===== config.mk =====
export PLATFORM = sky130hd
export DESIGN_NAME = component_top3
export DESIGN_NICKNAME = d
export VERILOG_FILES = /design/src/rtl/component_top3.sv
export SDC_FILE = /design/constraint.sdc
export NUM_CORES = 1
export LEC_CHECK = 0
export ABC_AREA = 1
export CAP_MARGIN = 20
export CORE_ASPECT_RATIO = 0.75
export CORE_UTILIZATION = 30
export DETAILED_ROUTE_END_ITERATION = 8
export PLACE_DENSITY_LB_ADDON = 0.05
export SLEW_MARGIN = 20
export SYNTH_ARGS = -nofsm -noshare
export SYNTH_HDL_FRONTEND = slang
export SYNTH_SLANG_ARGS = --single-unit

===== constraint.sdc =====
create_clock -name clk -period 4.7 [get_ports clk]
set_input_delay 0.705 -clock clk [delete_from_list [all_inputs] [get_ports clk]]
set_output_delay 0.705 -clock clk [all_outputs]
set_load 0.02 [all_outputs]

===== src/rtl/component_top3.sv =====
// Scans every union_find node once it has settled, keeps the three largest root sizes
// (top0 >= top1 >= top2) and returns their product. Define ROOT_COUNT_EN to add a root counter output.
module component_top3 #(
    parameter  int MAX_NODE_COUNT  = 2000,
    localparam int INDEX_BIT_WIDTH = $clog2(MAX_NODE_COUNT),
    localparam int RESULT_WIDTH    = 3 * INDEX_BIT_WIDTH
) (
    input  logic                       clk,
    input  logic                       rst_n,
    input  logic                       start,
    output logic [INDEX_BIT_WIDTH-1:0] uf_index,
    input  logic                       uf_valid,
    input  logic                       uf_is_root,
    input  logic [INDEX_BIT_WIDTH-1:0] uf_size,
    output logic                       busy,
    output logic                       result_valid,
    input  logic                       result_ready,
    output logic [RESULT_WIDTH-1:0]    result,
    output logic [INDEX_BIT_WIDTH-1:0] top0,
    output logic [INDEX_BIT_WIDTH-1:0] top1,
    output logic [INDEX_BIT_WIDTH-1:0] top2
`ifdef ROOT_COUNT_EN
    ,
    output logic [INDEX_BIT_WIDTH-1:0] root_count
`endif
);

    localparam int W  = INDEX_BIT_WIDTH;
    localparam int PW = 2 * INDEX_BIT_WIDTH;
    localparam logic [W-1:0] LAST_IDX = W'(MAX_NODE_COUNT - 1);

    typedef enum logic [2:0] {
        S_IDLE,
        S_WAIT_UF,
        S_SCAN,
        S_MUL1,
        S_MUL2,
        S_DONE
    } state_t;

    state_t state_q, state_d;

    logic [W-1:0]            idx_q, idx_d;
    logic [W-1:0]            top0_q, top0_d;
    logic [W-1:0]            top1_q, top1_d;
    logic [W-1:0]            top2_q, top2_d;
    logic [PW-1:0]           prod_q, prod_d;
    logic [RESULT_WIDTH-1:0] result_q, result_d;
`ifdef ROOT_COUNT_EN
    logic [W-1:0]            rc_q, rc_d;
`endif

    // State register
    always_ff @(posedge clk) begin
        if (!rst_n) begin
            state_q <= S_IDLE;
        end else begin
            state_q <= state_d;
        end
    end

    // Next-state logic
    always_comb begin
        state_d = state_q;
        case (state_q)
            S_IDLE:    if (start) state_d = S_WAIT_UF;
            S_WAIT_UF: if (uf_valid) state_d = S_SCAN;
            S_SCAN:    if (uf_valid && (idx_q == LAST_IDX)) state_d = S_MUL1;
            S_MUL1:    state_d = S_MUL2;
            S_MUL2:    state_d = S_DONE;
            S_DONE:    if (result_ready) state_d = S_IDLE;
            default:   state_d = S_IDLE;
        endcase
    end

    // Output logic
    always_comb begin
        busy         = (state_q != S_IDLE);
        result_valid = (state_q == S_DONE);
    end

    // Datapath next-state: scan counter, sorted top-3 insertion, two-step product
    always_comb begin
        idx_d    = idx_q;
        top0_d   = top0_q;
        top1_d   = top1_q;
        top2_d   = top2_q;
        prod_d   = prod_q;
        result_d = result_q;
`ifdef ROOT_COUNT_EN
        rc_d     = rc_q;
`endif
        case (state_q)
            S_IDLE: begin
                idx_d = '0;
                if (start) begin
                    top0_d = '0;
                    top1_d = '0;
                    top2_d = '0;
`ifdef ROOT_COUNT_EN
                    rc_d   = '0;
`endif
                end
            end
            S_WAIT_UF: idx_d = '0;
            S_SCAN: begin
                if (uf_valid) begin
                    idx_d = (idx_q == LAST_IDX) ? '0 : idx_q + 1'b1;
                    if (uf_is_root) begin
                        // Strict compares: a tie lands below the existing equal entry.
                        if (uf_size > top0_q) begin
                            top2_d = top1_q;
                            top1_d = top0_q;
                            top0_d = uf_size;
                        end else if (uf_size > top1_q) begin
                            top2_d = top1_q;
                            top1_d = uf_size;
                        end else if (uf_size > top2_q) begin
                            top2_d = uf_size;
                        end
`ifdef ROOT_COUNT_EN
                        if (rc_q != '1) rc_d = rc_q + 1'b1;
`endif
                    end
                end
            end
            S_MUL1: prod_d = PW'(top0_q) * PW'(top1_q);
            S_MUL2: result_d = RESULT_WIDTH'(prod_q) * RESULT_WIDTH'(top2_q);
            default: ;
        endcase
    end

    always_ff @(posedge clk) begin
        if (!rst_n) begin
            idx_q    <= '0;
            top0_q   <= '0;
            top1_q   <= '0;
            top2_q   <= '0;
            prod_q   <= '0;
            result_q <= '0;
`ifdef ROOT_COUNT_EN
            rc_q     <= '0;
`endif
        end else begin
            idx_q    <= idx_d;
            top0_q   <= top0_d;
            top1_q   <= top1_d;
            top2_q   <= top2_d;
            prod_q   <= prod_d;
            result_q <= result_d;
`ifdef ROOT_COUNT_EN
            rc_q     <= rc_d;
`endif
        end
    end

    assign uf_index = idx_q;
    assign result   = result_q;
    assign top0     = top0_q;
    assign top1     = top1_q;
    assign top2     = top2_q;
`ifdef ROOT_COUNT_EN
    assign root_count = rc_q;
`endif

endmodule


# Word level (Yosys, flattened, before mapping)
# Index checks and enable logic that the tools add are counted.
# word_totals
regBits	102
latch_bits	0
ram_bits	0
rom_bits	0
output_inout_bits	79
wordCells	63
memories	0
# op_classes
add_sub_neg	1
n_mul	2
n_div	0
magnitude_cmp	3
eq_ne	15
n_shift	0
n_mux	24
bitwise_logic	0
reduce_logical	11
# op_table
cell	n
11-bit 2-to-1 mux	15
11-bit one-hot mux with 2 select lines	4
11-bit > comparator	3
22-bit by 11-bit multiplier with 33-bit output	1
11-bit by 11-bit multiplier with 22-bit output	1
3-bit one-hot mux with 6 select lines	1
5-bit AND reduction	3
3-bit 2-to-1 mux	4
2-bit != test (second input constant)	6
11-bit by 1-bit adder with 11-bit output (second input constant)	1
11-bit equality test (second input constant)	1
3-bit by 2-bit equality test with 1-bit output (second input constant)	2
3-bit equality test (second input constant)	2
4-bit != test (second input constant)	1
4-bit AND reduction	1
2-bit nonzero test	2
3-bit by 1-bit equality test with 1-bit output (second input constant)	1
3-bit zero test	1
3-bit != test (second input constant)	1
3-bit nonzero test	1
2-bit by 1-bit != test with 1-bit output (second input constant)	1
2-bit AND reduction	1
2-bit OR reduction	1
1-bit logical AND	1

# Longest topological paths before layout
# depth
depth_word	7
depth_mapped	25
depth_no_buf	24

# Worst setup path after synthesis
# Ideal clock, no wire load.
# synth_timing
path_kind	register to register
startpoint	register top1_q[2], in the netlist top1[2]
endpoint	register prod_q[21]
setup_ps	109
t_arrival_ps	4810
required_time_ps	4591
path_slack_ps	-219
stages_incl_launch_ff	23
n_path_buf	1
cell_sequence	dfxtp_1 clkbuf_1 nand2_1 fa_1 inv_1 fa_1 inv_1 fa_1 inv_1 fa_1 inv_1 fa_1 inv_1 ha_1 nand2_1 nor2_1 nand4_1 o21ai_0 nand2_1 nand3_1 nand3_1 nand2_1 inv_1
# synth_between
elab_chain_cells	1
# synth_lines
element	line	text
start, declared	45	logic [W-1:0] top1_q, top1_d;
start signal, assigned	147	top1_q <= top1_d;
11-bit by 11-bit multiplier with 22-bit output	127	S_MUL1: prod_d = PW'(top0_q) * PW'(top1_q);
end signal, assigned	149	prod_q <= prod_d;
end, declared	47	logic [PW-1:0] prod_q, prod_d;
# No other way between the ends.
# A chain may end at the register's enable or synchronous reset.

# Worst setup path in the final report
# layout_timing
startpoint	register top2_q[3], in the netlist top2[3]
endpoint	register result_q[30], in the netlist result[30]
# layout_between
elab_chain_cells	1
# layout_lines
element	line	text
start, declared	46	logic [W-1:0] top2_q, top2_d;
start signal, assigned	148	top2_q <= top2_d;
22-bit by 11-bit multiplier with 33-bit output	128	S_MUL2: result_d = RESULT_WIDTH'(prod_q) * RESULT_WIDTH'(top2_q);
end signal, assigned	150	result_q <= result_d;
end, declared	48	logic [RESULT_WIDTH-1:0] result_q, result_d;
# No other way between the ends.

==> flow_summary.html <==
<table>
<tr><th>Metric</th><th>Value</th></tr>
<tr><th colspan="2">Status</th></tr>
<tr><td>Outcome</td><td>finished, violations left</td></tr>
<tr><td>Violated checks</td><td>setup timing</td></tr>
<tr><th colspan="2">Logic synthesis</th></tr>
<tr><td>Synth Instances</td><td>2483</td></tr>
<tr><td>Count of yosys warnings during synthesis</td><td>0</td></tr>
<tr><td>Leading register cell type out of synthesis</td><td>sky130_fd_sc_hd__dfxtp_1</td></tr>
<tr><td>Synthesized area per cell</td><td>7.03 um2</td></tr>
<tr><td>Share of synthesized registers carrying an async set or reset</td><td>0</td></tr>
<tr><td>FF+latch count, synth</td><td>102</td></tr>
<tr><td>Synth top area cells</td><td>sky130_fd_sc_hd__fa_1 30%, sky130_fd_sc_hd__nand2_1 14%, sky130_fd_sc_hd__inv_1 13%, sky130_fd_sc_hd__ha_1 12%, sky130_fd_sc_hd__dfxtp_1 12%</td></tr>
<tr><td>Count of different cell masters after synthesis</td><td>40</td></tr>
<tr><td>Area share of the leading cell type in the synthesized netlist</td><td>0.297</td></tr>
<tr><td>Biggest area consumer among synthesized cells</td><td>sky130_fd_sc_hd__fa_1</td></tr>
<tr><td>Post-Synthesis Net Count</td><td>2924</td></tr>
<tr><td>Number of enable-type register cells in the synthesized netlist</td><td>0</td></tr>
<tr><td>Sequential area share after synthesis</td><td>0.117</td></tr>
<tr><td>Netlist area before placement</td><td>17500 um2</td></tr>
<tr><th colspan="2">Setup path</th></tr>
<tr><td>CP most frequent cell</td><td>sky130_fd_sc_hd__inv_1</td></tr>
<tr><td>Highest cell delay on the worst timing path</td><td>510 ps</td></tr>
<tr><td>Sort of element at the end of the critical path</td><td>flip-flop</td></tr>
<tr><td>Data arrival time at the worst-slack endpoint</td><td>5150 ps</td></tr>
<tr><td>Critical path start-end classification</td><td>flip-flop to flip-flop</td></tr>
<tr><td>Cells along the critical path</td><td>buf_12, clkbuf_16, nand2_1, fa_2, fa_1, inv_1, fa_2, fa_1, inv_1, fa_1, inv_1, ha_4, nand2_4, buf_4, nor2_4, inv_2, buf_4, nor3_2, nand2_2, nand3_1, nand3_1, nand2_1, inv_1</td></tr>
<tr><td>Slowest stage cell, crit path</td><td>sky130_fd_sc_hd__fa_1</td></tr>
<tr><td>CP Data Required Time</td><td>5010 ps</td></tr>
<tr><td>Critical Path Fanout Max</td><td>7</td></tr>
<tr><td>Buffering stage count on the worst path with inverters included</td><td>9</td></tr>
<tr><td>Startpoint type of the worst setup path</td><td>flip-flop</td></tr>
<tr><td>Largest delay contributor family on the critical path</td><td>adder cells</td></tr>
<tr><th colspan="2">Timing</th></tr>
<tr><td>Setup skew after layout</td><td>16.3 ps</td></tr>
<tr><td>Final setup violation count</td><td>16</td></tr>
<tr><td>Headroom to the max-slew limit</td><td>0.301</td></tr>
<tr><td>Max Slew Vio Count</td><td>0</td></tr>
<tr><td>Total Negative Setup Slacks</td><td>-1100 ps</td></tr>
<tr><td>Setup repair after global routing missed its margin</td><td>yes</td></tr>
<tr><td>Worst setup margin</td><td>-144 ps</td></tr>
<tr><td>Clock period minus final worst setup slack</td><td>4840 ps</td></tr>
<tr><td>Highest clock rate</td><td>206 MHz</td></tr>
<tr><td>Final clock period utilization by the worst path</td><td>1.03</td></tr>
<tr><td>Least-Margin Pin Slew</td><td>1050 ps</td></tr>
<tr><td>Hold Fails Final Rpt</td><td>0</td></tr>
<tr><th colspan="2">Global route</th></tr>
<tr><td>Wire length of the first global-routing pass</td><td>94800 um</td></tr>
<tr><td>Initial antenna violation count</td><td>1</td></tr>
<tr><td>Vias in the first global route</td><td>17000</td></tr>
<tr><td>Maximum number of pins on one net before global-route repair</td><td>51</td></tr>
<tr><td>Total gr overflow</td><td>0</td></tr>
<tr><td>Total Routing Usage GR</td><td>0.207</td></tr>
<tr><th colspan="2">Worst hold path</th></tr>
<tr><td>Hold/Removal Path Class</td><td>flip-flop to flip-flop</td></tr>
<tr><th colspan="2">Floorplan</th></tr>
<tr><td>X dimension of the die</td><td>281 um</td></tr>
<tr><td>Core ar.</td><td>57400 um2</td></tr>
<tr><td>FP Rows</td><td>76</td></tr>
<tr><td>Num ports</td><td>96</td></tr>
<tr><td>Die Outline Area</td><td>59200 um2</td></tr>
<tr><td>Starting density of the core</td><td>0.304</td></tr>
<tr><td>Die outline height</td><td>211 um</td></tr>
<tr><th colspan="2">Placed design</th></tr>
<tr><td>Worst slack after detailed placement</td><td>-409 ps</td></tr>
<tr><td>Final weighted congestion of routability-driven global placement</td><td>0.838</td></tr>
<tr><td>Number of buffers inserted by port buffering</td><td>95</td></tr>
<tr><td>Final HPWL DP</td><td>47200 um</td></tr>
<tr><th colspan="2">CTS</th></tr>
<tr><td>Buffer cell driving the clock tree root</td><td>sky130_fd_sc_hd__clkbuf_16</td></tr>
<tr><td>TritonCTS sink count</td><td>102</td></tr>
<tr><td>Clock input transition at the sequential cells of the worst setup and hold paths</td><td>90 ps</td></tr>
<tr><td>Insertion delay of the later-clocked pin in the worst-skew pair</td><td>410 ps</td></tr>
<tr><td>Level count of the clock H-tree</td><td>3</td></tr>
<tr><td>TritonCTS clock tree</td><td>done</td></tr>
<tr><td>Count of hold buffers inserted by post-cts repair</td><td>0</td></tr>
<tr><td>Maximum count of clock buffers along a single path</td><td>2</td></tr>
<tr><td>Number of clock buffers inserted by TritonCTS</td><td>9</td></tr>
<tr><th colspan="2">Drt</th></tr>
<tr><td>Detail Route Antenna Nets</td><td>0</td></tr>
<tr><td>Via count</td><td>16400</td></tr>
<tr><td>Wire length after detailed routing</td><td>59400 um</td></tr>
<tr><td>Initial DRT Pass Iterations</td><td>7</td></tr>
<tr><td>DRC violation count after routing</td><td>0</td></tr>
<tr><td>Average wire per cell in the routed design</td><td>16.5 um</td></tr>
<tr><td>Vias per Instance</td><td>4.56</td></tr>
<tr><td>Detailed router's first-iteration violation count</td><td>897</td></tr>
<tr><th colspan="2">Cells and area</th></tr>
<tr><td>Fraction of layout cells with a size suffix above 1</td><td>0.259</td></tr>
<tr><td>Area growth from synthesis to layout</td><td>38.6%</td></tr>
<tr><td># nets final</td><td>3257</td></tr>
<tr><td>Leading cell types in the layout, fill and taps excluded</td><td>552 x sky130_fd_sc_hd__inv_1, 552 x sky130_fd_sc_hd__nand2_1, 258 x sky130_fd_sc_hd__buf_4</td></tr>
<tr><th colspan="2">Power and ir drop</th></tr>
<tr><td>Power density normalized to cell area</td><td>196 nW/um2</td></tr>
<tr><td>Leakage power figure</td><td>0.0129 uW</td></tr>
<tr><td>Worst vdd ir</td><td>0.170 mV</td></tr>
<tr><th colspan="2">Run</th></tr>
<tr><td>Max cap viols</td><td>0</td></tr>
</table>
## cells by family after synthesis
| group | after synthesis | synth area share |
|---|---|---|
| buffers and inverters | 703 | 0.154 |
| and+or+nand+nor | 1001 | 0.231 |
| AOI/OAI and AO/OA | 225 | 0.0687 |
| DFF | 102 | 0.117 |
| adders and majority gates | 424 | 0.415 |
| xor gates and xnor gates | 28 | 0.0141 |
## where the power goes
part | total, uW | switching [uW] | leakage [uW] | internal [uW]
combinational | 2540 | 1560 | 0.0119 | 975
sequential | 1310 | 276 | 0.000853 | 1030
clock | 899 | 469 | 0.000154 | 430
total | 4750 | 2310 | 0.0129 | 2440
## path summary, 6_finish.rpt
check                    from          end  slack, ps  depth (start not counted)
setup / recovery      top2[3]   result[30]       -140                         23
hold / removal    uf_index[9]  uf_index[9]        500                          1
setup reg to reg      top2[3]   result[30]       -140                         23
hold reg to reg   uf_index[9]  uf_index[9]        500                          1
## per-stage QoR
| step | util | total power [uW] | std cells | hold WS (ps) | instance area [um2] |
|---|---|---|---|---|---|
| 6_report | 0.421 | 4750 | 3603 | 497 | 24200 |
| 5_1_grt | 0.421 | 5070 | 3601 | 522 | 24200 |
| 4_1_cts | 0.395 | 4650 | 3567 | 498 | 22700 |
| 3_5_place_dp | 0.370 | 3670 | 3530 | 474 | 21200 |
| 3_3_place_gp | 0.370 | 3660 | 3530 | 474 | 21200 |
| 2_1_floorplan | - | 2570 | 2483 | 457 | 17500 |
## worst reg2reg max path, stage by stage (launching register included)
cell	delay, ps
sky130_fd_sc_hd__dfxtp_4	380
sky130_fd_sc_hd__buf_12	130
sky130_fd_sc_hd__clkbuf_16	170
sky130_fd_sc_hd__nand2_1	100
sky130_fd_sc_hd__fa_2	450
sky130_fd_sc_hd__fa_1	510
sky130_fd_sc_hd__inv_1	60
sky130_fd_sc_hd__fa_2	470
sky130_fd_sc_hd__fa_1	490
sky130_fd_sc_hd__inv_1	50
sky130_fd_sc_hd__fa_1	470
sky130_fd_sc_hd__inv_1	60
sky130_fd_sc_hd__ha_4	320
sky130_fd_sc_hd__nand2_4	80
sky130_fd_sc_hd__buf_4	150
sky130_fd_sc_hd__nor2_4	80
sky130_fd_sc_hd__inv_2	60
sky130_fd_sc_hd__buf_4	130
sky130_fd_sc_hd__nor3_2	160
sky130_fd_sc_hd__nand2_2	110
sky130_fd_sc_hd__nand3_1	100
sky130_fd_sc_hd__nand3_1	90
sky130_fd_sc_hd__nand2_1	110
sky130_fd_sc_hd__inv_1	40
## area by class of cell
cell class,count,area [um2]
Clock inverter,6,86.3
Inverter,601,2260
Antenna cell,2,5.00
Clock buffer,10,229
Timing Repair Buffer,424,3970
Tap cell,780,976
Multi-Input combinational cell,1678,14500
Sequential cell,102,2160
Fill cell,6038,33200
## state kept, by name (all words and copies together) (netlist names)
| name | flops |
|---|---|
| result | 33 |
| prod_q | 22 |
| top0 | 11 |
| top1 | 11 |
| top2 | 11 |
| uf_index | 11 |
| state_q | 3 |
## synthesized netlist by cell type, types with 2 or more instances
master / number
sky130_fd_sc_hd__a21boi_0: 2
sky130_fd_sc_hd__a21o_1: 6
sky130_fd_sc_hd__a21oi_1: 113
sky130_fd_sc_hd__a31oi_1: 4
sky130_fd_sc_hd__buf_1: 3
sky130_fd_sc_hd__buf_2: 9
sky130_fd_sc_hd__buf_4: 2
sky130_fd_sc_hd__buf_6: 3
sky130_fd_sc_hd__clkbuf_1: 85
sky130_fd_sc_hd__dfxtp_1: 102
sky130_fd_sc_hd__fa_1: 259
sky130_fd_sc_hd__ha_1: 165
sky130_fd_sc_hd__inv_1: 594
sky130_fd_sc_hd__inv_2: 7
sky130_fd_sc_hd__nand2_1: 641
sky130_fd_sc_hd__nand2_2: 2
sky130_fd_sc_hd__nand3_1: 104
sky130_fd_sc_hd__nand3b_1: 5
sky130_fd_sc_hd__nand4_1: 20
sky130_fd_sc_hd__nor2_1: 194
sky130_fd_sc_hd__nor2_2: 4
sky130_fd_sc_hd__nor3_1: 23
sky130_fd_sc_hd__nor4_1: 2
sky130_fd_sc_hd__o211ai_1: 2
sky130_fd_sc_hd__o21a_1: 2
sky130_fd_sc_hd__o21ai_0: 76
sky130_fd_sc_hd__o21ai_1: 8
sky130_fd_sc_hd__o21bai_1: 7
sky130_fd_sc_hd__or2_2: 2
sky130_fd_sc_hd__xnor2_1: 7
sky130_fd_sc_hd__xor2_1: 21
## per-layer routing
metal,track usage,up-vias,part of all wire
met4,0.0330,0,0.0087
met2,0.305,255,0.41
met5,0,-,0
li1,-,8062,-
met3,0.0218,29,0.035
met1,0.326,8091,0.55
## what timing repair did
action                                  4_1_cts  5_1_grt
buffers inserted                             21       33
gates resized for setup                     249      332
endpoints found under the setup margin       36       38
cloned                                        1        5
pin swaps                                    66      137
Power figures use the tool's default switching activity.
